<file path="config.mk">
export PLATFORM = sky130hd
export DESIGN_NAME = probatina_example_burst_scheduler
export DESIGN_NICKNAME = d
export VERILOG_FILES = /design/src/rtl/probatina_example_burst_scheduler.sv
export SDC_FILE = /design/constraint.sdc
export NUM_CORES = 1
export LEC_CHECK = 0
export ABC_CLOCK_PERIOD_IN_PS = 10300
export BUFFER_PORTS_ARGS = -buffer_cell sky130_fd_sc_hd__buf_2
export CAP_MARGIN = 20
export CORE_MARGIN = 3
export CORE_UTILIZATION = 56
export CTS_CLUSTER_DIAMETER = 200
export DETAILED_ROUTE_END_ITERATION = 12
export PLACE_DENSITY = 0.85
export SETUP_SLACK_MARGIN = 0.02
export SLEW_MARGIN = 20
export SYNTH_ARGS = -nofsm -noshare
export SYNTH_HDL_FRONTEND = slang
export SYNTH_SLANG_ARGS = --single-unit
</file>
<file path="constraint.sdc">
create_clock -name clk -period 10.3 [get_ports clk]
set_input_delay 1.545 -clock clk [delete_from_list [all_inputs] [get_ports clk]]
set_output_delay 1.545 -clock clk [all_outputs]
set_load 0.005 [all_outputs]
</file>
<file path="src/rtl/probatina_example_burst_scheduler.sv">
// Read-burst scheduler: splits one transfer command into AXI4 AR bursts of at
// most C_MAX_BURST_LENGTH beats, limits bursts in flight with a credit counter
// and pulses ctrl_done once every issued burst has completed.
// Optional statistics counters are built only when PROBATINA_SCHED_STATS_EN is
// defined; otherwise stat_cycles and stat_stall_cycles are tied to zero.
module probatina_example_burst_scheduler #(
    parameter int C_ADDR_WIDTH       = 64,
    parameter int C_XFER_SIZE_WIDTH  = 32,
    parameter int C_BYTES_PER_BEAT   = 64,
    parameter int C_MAX_BURST_LENGTH = 16,
    parameter int C_MAX_OUTSTANDING  = 16
) (
    input  logic                                       clk,
    input  logic                                       rst,
    input  logic                                       ctrl_start,
    input  logic [C_ADDR_WIDTH-1:0]                    ctrl_addr_offset,
    input  logic [C_XFER_SIZE_WIDTH-1:0]               ctrl_xfer_size_in_bytes,
    output logic                                       ctrl_done,
    output logic                                       busy,
    output logic                                       arvalid,
    input  logic                                       arready,
    output logic [C_ADDR_WIDTH-1:0]                    araddr,
    output logic [7:0]                                 arlen,
    input  logic                                       burst_done,
    output logic [$clog2(C_MAX_OUTSTANDING+1)-1:0]     outstanding,
    output logic [31:0]                                stat_cycles,
    output logic [31:0]                                stat_stall_cycles
);

    localparam int BEAT_SHIFT = $clog2(C_BYTES_PER_BEAT);
    localparam int OUT_W      = $clog2(C_MAX_OUTSTANDING + 1);
    localparam int SW         = C_XFER_SIZE_WIDTH;

    localparam logic [SW-1:0]    SIZE_REM_MASK   = SW'(C_BYTES_PER_BEAT - 1);
    localparam logic [SW-1:0]    MAX_BURST_BEATS = SW'(C_MAX_BURST_LENGTH);
    localparam logic [OUT_W-1:0] OUT_MAX         = OUT_W'(C_MAX_OUTSTANDING);

    typedef enum logic [1:0] {
        S_IDLE  = 2'd0,
        S_ISSUE = 2'd1,
        S_DRAIN = 2'd2,
        S_DONE  = 2'd3
    } state_t;

    state_t                  state, state_n;
    logic [C_ADDR_WIDTH-1:0] addr_q;
    logic [SW-1:0]           remaining;
    logic [SW-1:0]           total_beats;
    logic [SW-1:0]           burst_beats;
    logic                    accept;
    logic                    ar_hs;
    logic                    cnt_inc;
    logic                    cnt_dec;

    // Beat count rounds up: any leftover bytes below one beat cost a full beat.
    assign total_beats = (ctrl_xfer_size_in_bytes >> BEAT_SHIFT)
                       + SW'(|(ctrl_xfer_size_in_bytes & SIZE_REM_MASK));
    assign burst_beats = (remaining > MAX_BURST_BEATS) ? MAX_BURST_BEATS : remaining;

    assign accept  = (state == S_IDLE) && ctrl_start;
    // arvalid only drops on a handshake: remaining and the credit count can
    // only move against it through that handshake.
    assign arvalid = (state == S_ISSUE) && (remaining != '0) && (outstanding < OUT_MAX);
    assign ar_hs   = arvalid && arready;
    assign araddr  = addr_q;
    assign arlen   = (remaining != '0) ? 8'(burst_beats - SW'(1)) : 8'd0;

    // A completion with no burst in flight is dropped instead of underflowing.
    assign cnt_inc = ar_hs;
    assign cnt_dec = burst_done && (outstanding != '0);

    // State register.
    always_ff @(posedge clk) begin
        if (rst) begin
            state <= S_IDLE;
        end else begin
            state <= state_n;
        end
    end

    // Next-state and status outputs.
    always_comb begin
        state_n   = state;
        busy      = 1'b1;
        ctrl_done = 1'b0;
        unique case (state)
            S_IDLE: begin
                busy = 1'b0;
                if (ctrl_start) begin
                    state_n = (total_beats == '0) ? S_DONE : S_ISSUE;
                end
            end
            S_ISSUE: begin
                if (ar_hs && (remaining == burst_beats)) begin
                    state_n = S_DRAIN;
                end
            end
            S_DRAIN: begin
                if (outstanding == '0) begin
                    state_n = S_DONE;
                end
            end
            S_DONE: begin
                ctrl_done = 1'b1;
                state_n   = S_IDLE;
            end
            default: state_n = S_IDLE;
        endcase
    end

    // Burst address and remaining-beat tracking.
    always_ff @(posedge clk) begin
        if (rst) begin
            addr_q    <= '0;
            remaining <= '0;
        end else if (accept) begin
            addr_q    <= ctrl_addr_offset;
            remaining <= total_beats;
        end else if (ar_hs) begin
            addr_q    <= addr_q + (C_ADDR_WIDTH'(burst_beats) << BEAT_SHIFT);
            remaining <= remaining - burst_beats;
        end
    end

    // In-flight burst credit counter.
    always_ff @(posedge clk) begin
        if (rst) begin
            outstanding <= '0;
        end else if (cnt_inc && !cnt_dec) begin
            outstanding <= outstanding + OUT_W'(1);
        end else if (!cnt_inc && cnt_dec) begin
            outstanding <= outstanding - OUT_W'(1);
        end
    end

`ifdef PROBATINA_SCHED_STATS_EN
    logic [31:0] cyc_cnt;
    logic [31:0] stall_cnt;

    function automatic logic [31:0] sat_inc32(input logic [31:0] v);
        return (v == 32'hFFFF_FFFF) ? v : v + 32'd1;
    endfunction

    // Busy-cycle and AR-stall counters, cleared on accept and held in IDLE.
    always_ff @(posedge clk) begin
        if (rst || accept) begin
            cyc_cnt   <= '0;
            stall_cnt <= '0;
        end else begin
            if (state != S_IDLE) begin
                cyc_cnt <= sat_inc32(cyc_cnt);
            end
            if (arvalid && !arready) begin
                stall_cnt <= sat_inc32(stall_cnt);
            end
        end
    end

    assign stat_cycles       = cyc_cnt;
    assign stat_stall_cycles = stall_cnt;
`else
    assign stat_cycles       = 32'd0;
    assign stat_stall_cycles = 32'd0;
`endif

endmodule

</file>
# == Yosys cells after proc, flatten, opt, wreduce, memory -nomap -nowiden ==
# Index checks and enable logic that the tools add are counted.
# op_classes
add_sub_neg,6
mul,0
div,0
magnitude_cmp,2
eq_ne,7
n_shift,0
n_mux,15
bitwise_logic,0
reduce_logical,19
# ops
cell,n
$mux W64,2
$mux W32,3
$add A64 B38 Y64,1
$eq A32 B32 Y1,1
$gt A32 B5 Y1 const B,1
$logic_not A32 Y1,1
$reduce_bool A32 Y1,1
$sub A32 B32 Y32,1
$add A26 B1 Y27,1
$mux W5,2
$logic_and A1 B1 Y1,8
$mux W2,4
$mux W8,1
$pmux W2 S4,1
$sub A8 B1 Y8 const B,1
$reduce_or A6 Y1,1
$add A5 B1 Y5 const B,1
$logic_not A5 Y1,1
$lt A5 B5 Y1 const B,1
$reduce_bool A5 Y1,1
$sub A5 B1 Y5 const B,1
$eq A2 B2 Y1 const B,2
$ne A2 B2 Y1 const B,2
$reduce_bool A2 Y1,2
6 further kinds,8
# word_totals
reg_bits,103
latch_bits,0
ramBits,0
rom_bits,0
in_bits,101
output_inout_bits,144
word_cells,53
memories,0

# == Depth between registers and ports, before layout ==
# logic_depth
depth_word,8
depth_mapped,18
depth_no_buf,16

# == Worst setup path before layout ==
# OpenSTA, ideal clock, no wires.
# synth_path
path_kind,reg2reg
start,reg remaining[15]
end,"reg addr_q[58], in the netlist araddr[58]"
setup_time_ns,0.120
arrival_time_ns,4.099
required_ns,10.180
path_slack_ns,6.080
stages_incl_launch_ff,19
path_buffers,2
synth_period_minus_slack_ns,4.220
cell_sequence,dfxtp_1 or4_1 buf_2 nor3_4 nand3_1 a21oi_4 nand2_1 inv_1 ha_1 fa_1 a211oi_1 o21ba_2 a211o_4 a2111oi_4 o31ai_2 buf_6 a2111oi_4 xnor2_1 o21ai_1
# synth_via
elab_chain_cells,5
elab_cells_between_ends,10
cone_classes,1 x add/sub; 1 x order compare; 3 x mux; 5 x reduce/logical
# synth_lines
item,line,rtl
from (decl),47,logic [SW-1:0] remaining;
from (signal assigned),118,remaining <= total_beats;
from (signal assigned),121,remaining <= remaining - burst_beats;
$gt A32 B5 Y1 / $reduce_bool A32 Y1 (equally long branches),"58, 63",
$mux W32 / $logic_and A1 B1 Y1 (equally long branches),"58, 63",
$add A64 B38 Y64 / $logic_and A1 B1 Y1 (equally long branches),"120, 63",
$mux W64 / $logic_and A1 B1 Y1 (equally long branches),"119, 64",
$mux W64 / $reduce_bool A2 Y1 (equally long branches),-,
to (signal assigned),117,addr_q <= ctrl_addr_offset;
to (signal assigned),120,addr_q <= addr_q + (C_ADDR_WIDTH'(burst_beats) << BEAT_SHIFT);
to (decl),46,logic [C_ADDR_WIDTH-1:0] addr_q;
# Parallel ways exist; a longest one is shown, timed or not. The select of a mux whose other input is x is not followed.
# A chain may end at the register's enable or synchronous reset.

# == Worst setup path after layout ==
# layout_path
start,reg remaining[15]
end,"reg addr_q[56], in the netlist araddr[56]"
# Same word-level chain as after synthesis.

==> metrics <==
Hold Vio Cnt, Final=0; clk sinks=103; complex-gate fraction of the synthesized area=0.255; Slew HR=0.317; Most used DFF post-synth=dfxtp_1; setup TNS=0 ns; Worst-path clk slew=0.07 ns; synth cell count leaders=nand2_1, nor2_1, dfxtp_1; status=complete, no violations; critical path's top delay family=compound AO/OA/AOI/OAI gates; first-pass detailed-route iteration total=5; die width=130 um; worst-margin pin slew=1.02 ns; htree depth=3; CP Depth=14; detailed-route wire length per cell=15.7 um; critical path capture point type=flop; fill cell count=1,330; setup violators final=0; crit start category=flop; Pwr Density=204 nW/um^2; worst reg-to-reg path cell count=14; Psw=0.000884 W; Die Y=130 um; area leader, netlist=dfxtp_1; Port Buffers=178; row cnt=44; DR vias/cell=5.93; Clock Tree Root=clkbuf_16; Comb power frac=0.511; Worst path slowest cell=o31ai_2; # Post-CTS Setup Buffers=0; Buf/Inv on CP=0; DR iter-0 viols=685; largest net degree at the start of global routing=108; total track usage=0.267; async set-reset flop share out of synthesis=0; period utilization=0.496; peak supply drop=0.000216 V; antenna violations before repair=0; crit path capture=araddr[56]$_SDFFE_PP0N_; XOR/XNOR share of the synthesized area=0.0889; Setup CP Type=flop to flop; antenna-violating nets left=0; detailed placement HPWL=17,700 um; Inserted Diodes=0; crit path launch=remaining[15]$_SDFFE_PP0N_; clk_lat worst skew=0.36 ns; Mean Syn Cell Area=7.57 um^2; Seq/Total Area, Yosys=0.238; mapped cell area=8670 um^2; fin crit period=5.11 ns; Final Hold Slack=0.462 ns; Syn Inst Count=1,146; Clk pwr share=0.169; unrepaired setup endpoints after global routing=no; sequential share of power=0.320; Vias=8,839; Pint=0.00109 W; # Max-Cap Violations=0; critical path, cell by cell=or4_1, nor3_4, nand3_1, a21oi_4, and2_1, ha_1, a211oi_1, o21ba_2, a211o_4, a2111oi_4, o31ai_2, a21oi_1, and3_1, a2111oi_2; multiplexer area fraction after synthesis=0.00591; CTS Buf Count=9; Syn-to-layout area delta=11.7%; Routed WL=23,400 um; synth unique cells=77; Clock Skew=0.00978 ns; max-slew violations=0; Core Box Area=14,900 um^2; R2R setup slack=5.19 ns; Synth area leaders=dfxtp_1, ha_1, xnor2_1; synthesized-area fraction occupied by adder cells=0.0695; most numerous cell in the Yosys netlist=nand2_1; first-pass GRT wire length=37,300 um; Resize count post-CTS=0; Yosys top cell area share=0.238; largest family of logic cells by synthesized area=compound AO/OA/AOI/OAI gates; crit path DAT=5.35 ns; Clock Tree Buf Depth=2; FMAX=196 MHz; Switching Fraction=0.448; Final nets=1,450; Ports=245; worst flop-to-flop path endpoint=araddr[56]$_SDFFE_PP0N_; Warnings, synthesis=0; CTS tree=done; gr ovfl total=0; Post-CTS Hold Buffers=0; leakage power=4.13 nW; GP Congestion=0.975; r2r startpoint=remaining[15]$_SDFFE_PP0N_; DIE AREA=17,000 um^2; Crit path required time=10.55 ns; CP peak stage delay=0.89 ns; EDFF count, synth=0; vias in the first global route=8,064; Hold Crit Class=flop to flop; Remaining DRCs=0; post-synthesis register bit count=103; simple-gate share of the synthesized area=0.243; initial core utilization=0.584; share of cells above drive strength 1=0.173; CP Max Fanout=11
==> stage by stage <==
stage,util,instances,total power (W),instance area [um^2],setup WS [ns]
global placement,0.633,1475,0.00158,9410,5.52
global route,0.652,1490,0.00214,9690,4.83
CTS,0.652,1490,0.00195,9690,5.28
floorplan,-,1238,0.00137,9020,6.08
detailed placement,0.633,1475,0.00161,9410,5.30
finish,0.652,1490,0.00197,9690,5.19
==> worst min path at each step <==
stage	to	slack [ns]	start	cells past startpoint
finish	araddr[0]$_SDFFE_PP0P_	0.46	araddr[0]$_SDFFE_PP0P_	2
global route	araddr[2]$_SDFFE_PP0P_	0.50	araddr[2]$_SDFFE_PP0P_	2
CTS	araddr[2]$_SDFFE_PP0P_	0.47	araddr[2]$_SDFFE_PP0P_	2
detailed placement	araddr[2]$_SDFFE_PP0P_	0.46	araddr[2]$_SDFFE_PP0P_	2
global placement	araddr[0]$_SDFFE_PP0P_	0.44	araddr[0]$_SDFFE_PP0P_	2
floorplan	araddr[0]$_SDFFE_PP0P_	0.45	araddr[0]$_SDFFE_PP0P_	2
==> routing by layer <==
layer	global-route usage	vias up	part of all wire	wire length [um]
li1	-	4320	-	-
met1	0.338	4083	0.43	10000
met2	0.442	374	0.47	11000
met3	0.0435	62	0.068	1590
met4	0.129	0	0.037	858
met5	0	-	0	0
==> worst reg2reg max path: stages (launching register included) <==
cell and delay (ns):
dfxtp_1 0.36, or4_1 0.69, nor3_4 0.36, nand3_1 0.29, a21oi_4 0.27, and2_1 0.19, ha_1 0.29, a211oi_1 0.29
o21ba_2 0.25, a211o_4 0.20, a2111oi_4 0.10, o31ai_2 0.89, a21oi_1 0.27, and3_1 0.25, a2111oi_2 0.32
==> cell families after synthesis <==
| logic type | Yosys count |
|---|---|
| AND/OR/NAND/NOR | 431 |
| AO/OA/AOI/OAI | 318 |
| buffers and inverters | 152 |
| flip-flops | 103 |
| XOR/XNOR | 88 |
| adder cells (fa/ha/maj) | 47 |
| multiplexers | 5 |
| other | 2 |
==> cell usage in the layout, fill, tap and decap left out, drive strengths merged, types with 6 or more instances in the layout <==
cell type	instances
xnor2	62
and3	17
nand3	32
inv	26
a21o	23
conb	94
ha	45
nor3b	6
clkbuf	10
nor3	42
o31ai	8
buf	182
a21oi	89
xor2	26
nor2	118
or3	12
and4	6
dfxtp	103
nor4	15
or4	8
nand2	120
a211oi	46
nand4	23
o21ai	61
o21a	10
and2	9
nand3b	7
a311oi	21
a31oi	14
==> cell type report <==
cell class / instances / area (um^2) / area share
multi-input cells: 983 / 6110 / 0.630
flip-flops and latches: 103 / 2060 / 0.213
repair buffers: 182 / 921 / 0.0951
clock buffers: 10 / 239 / 0.0247
well taps: 184 / 230 / 0.0238
inverters: 23 / 86.3 / 0.00891
clock inverters: 5 / 41.3 / 0.00426
==> flip-flops by register name (all words and copies together), names as in the netlist <==
signal	count
araddr	64
remaining	32
outstanding	5
state	2
==> power groups by stage <==
stage          registers (W)  clock network, W  logic, W
5_1_grt             0.000646          0.000357   0.00113
6_report            0.000631          0.000334   0.00101
2_1_floorplan       0.000611                 0  0.000756
4_1_cts             0.000627          0.000341  0.000979
3_5_place_dp        0.000636                 0  0.000971
3_3_place_gp        0.000629                 0  0.000948
Note: power is estimated with default switching activity, not from simulation.
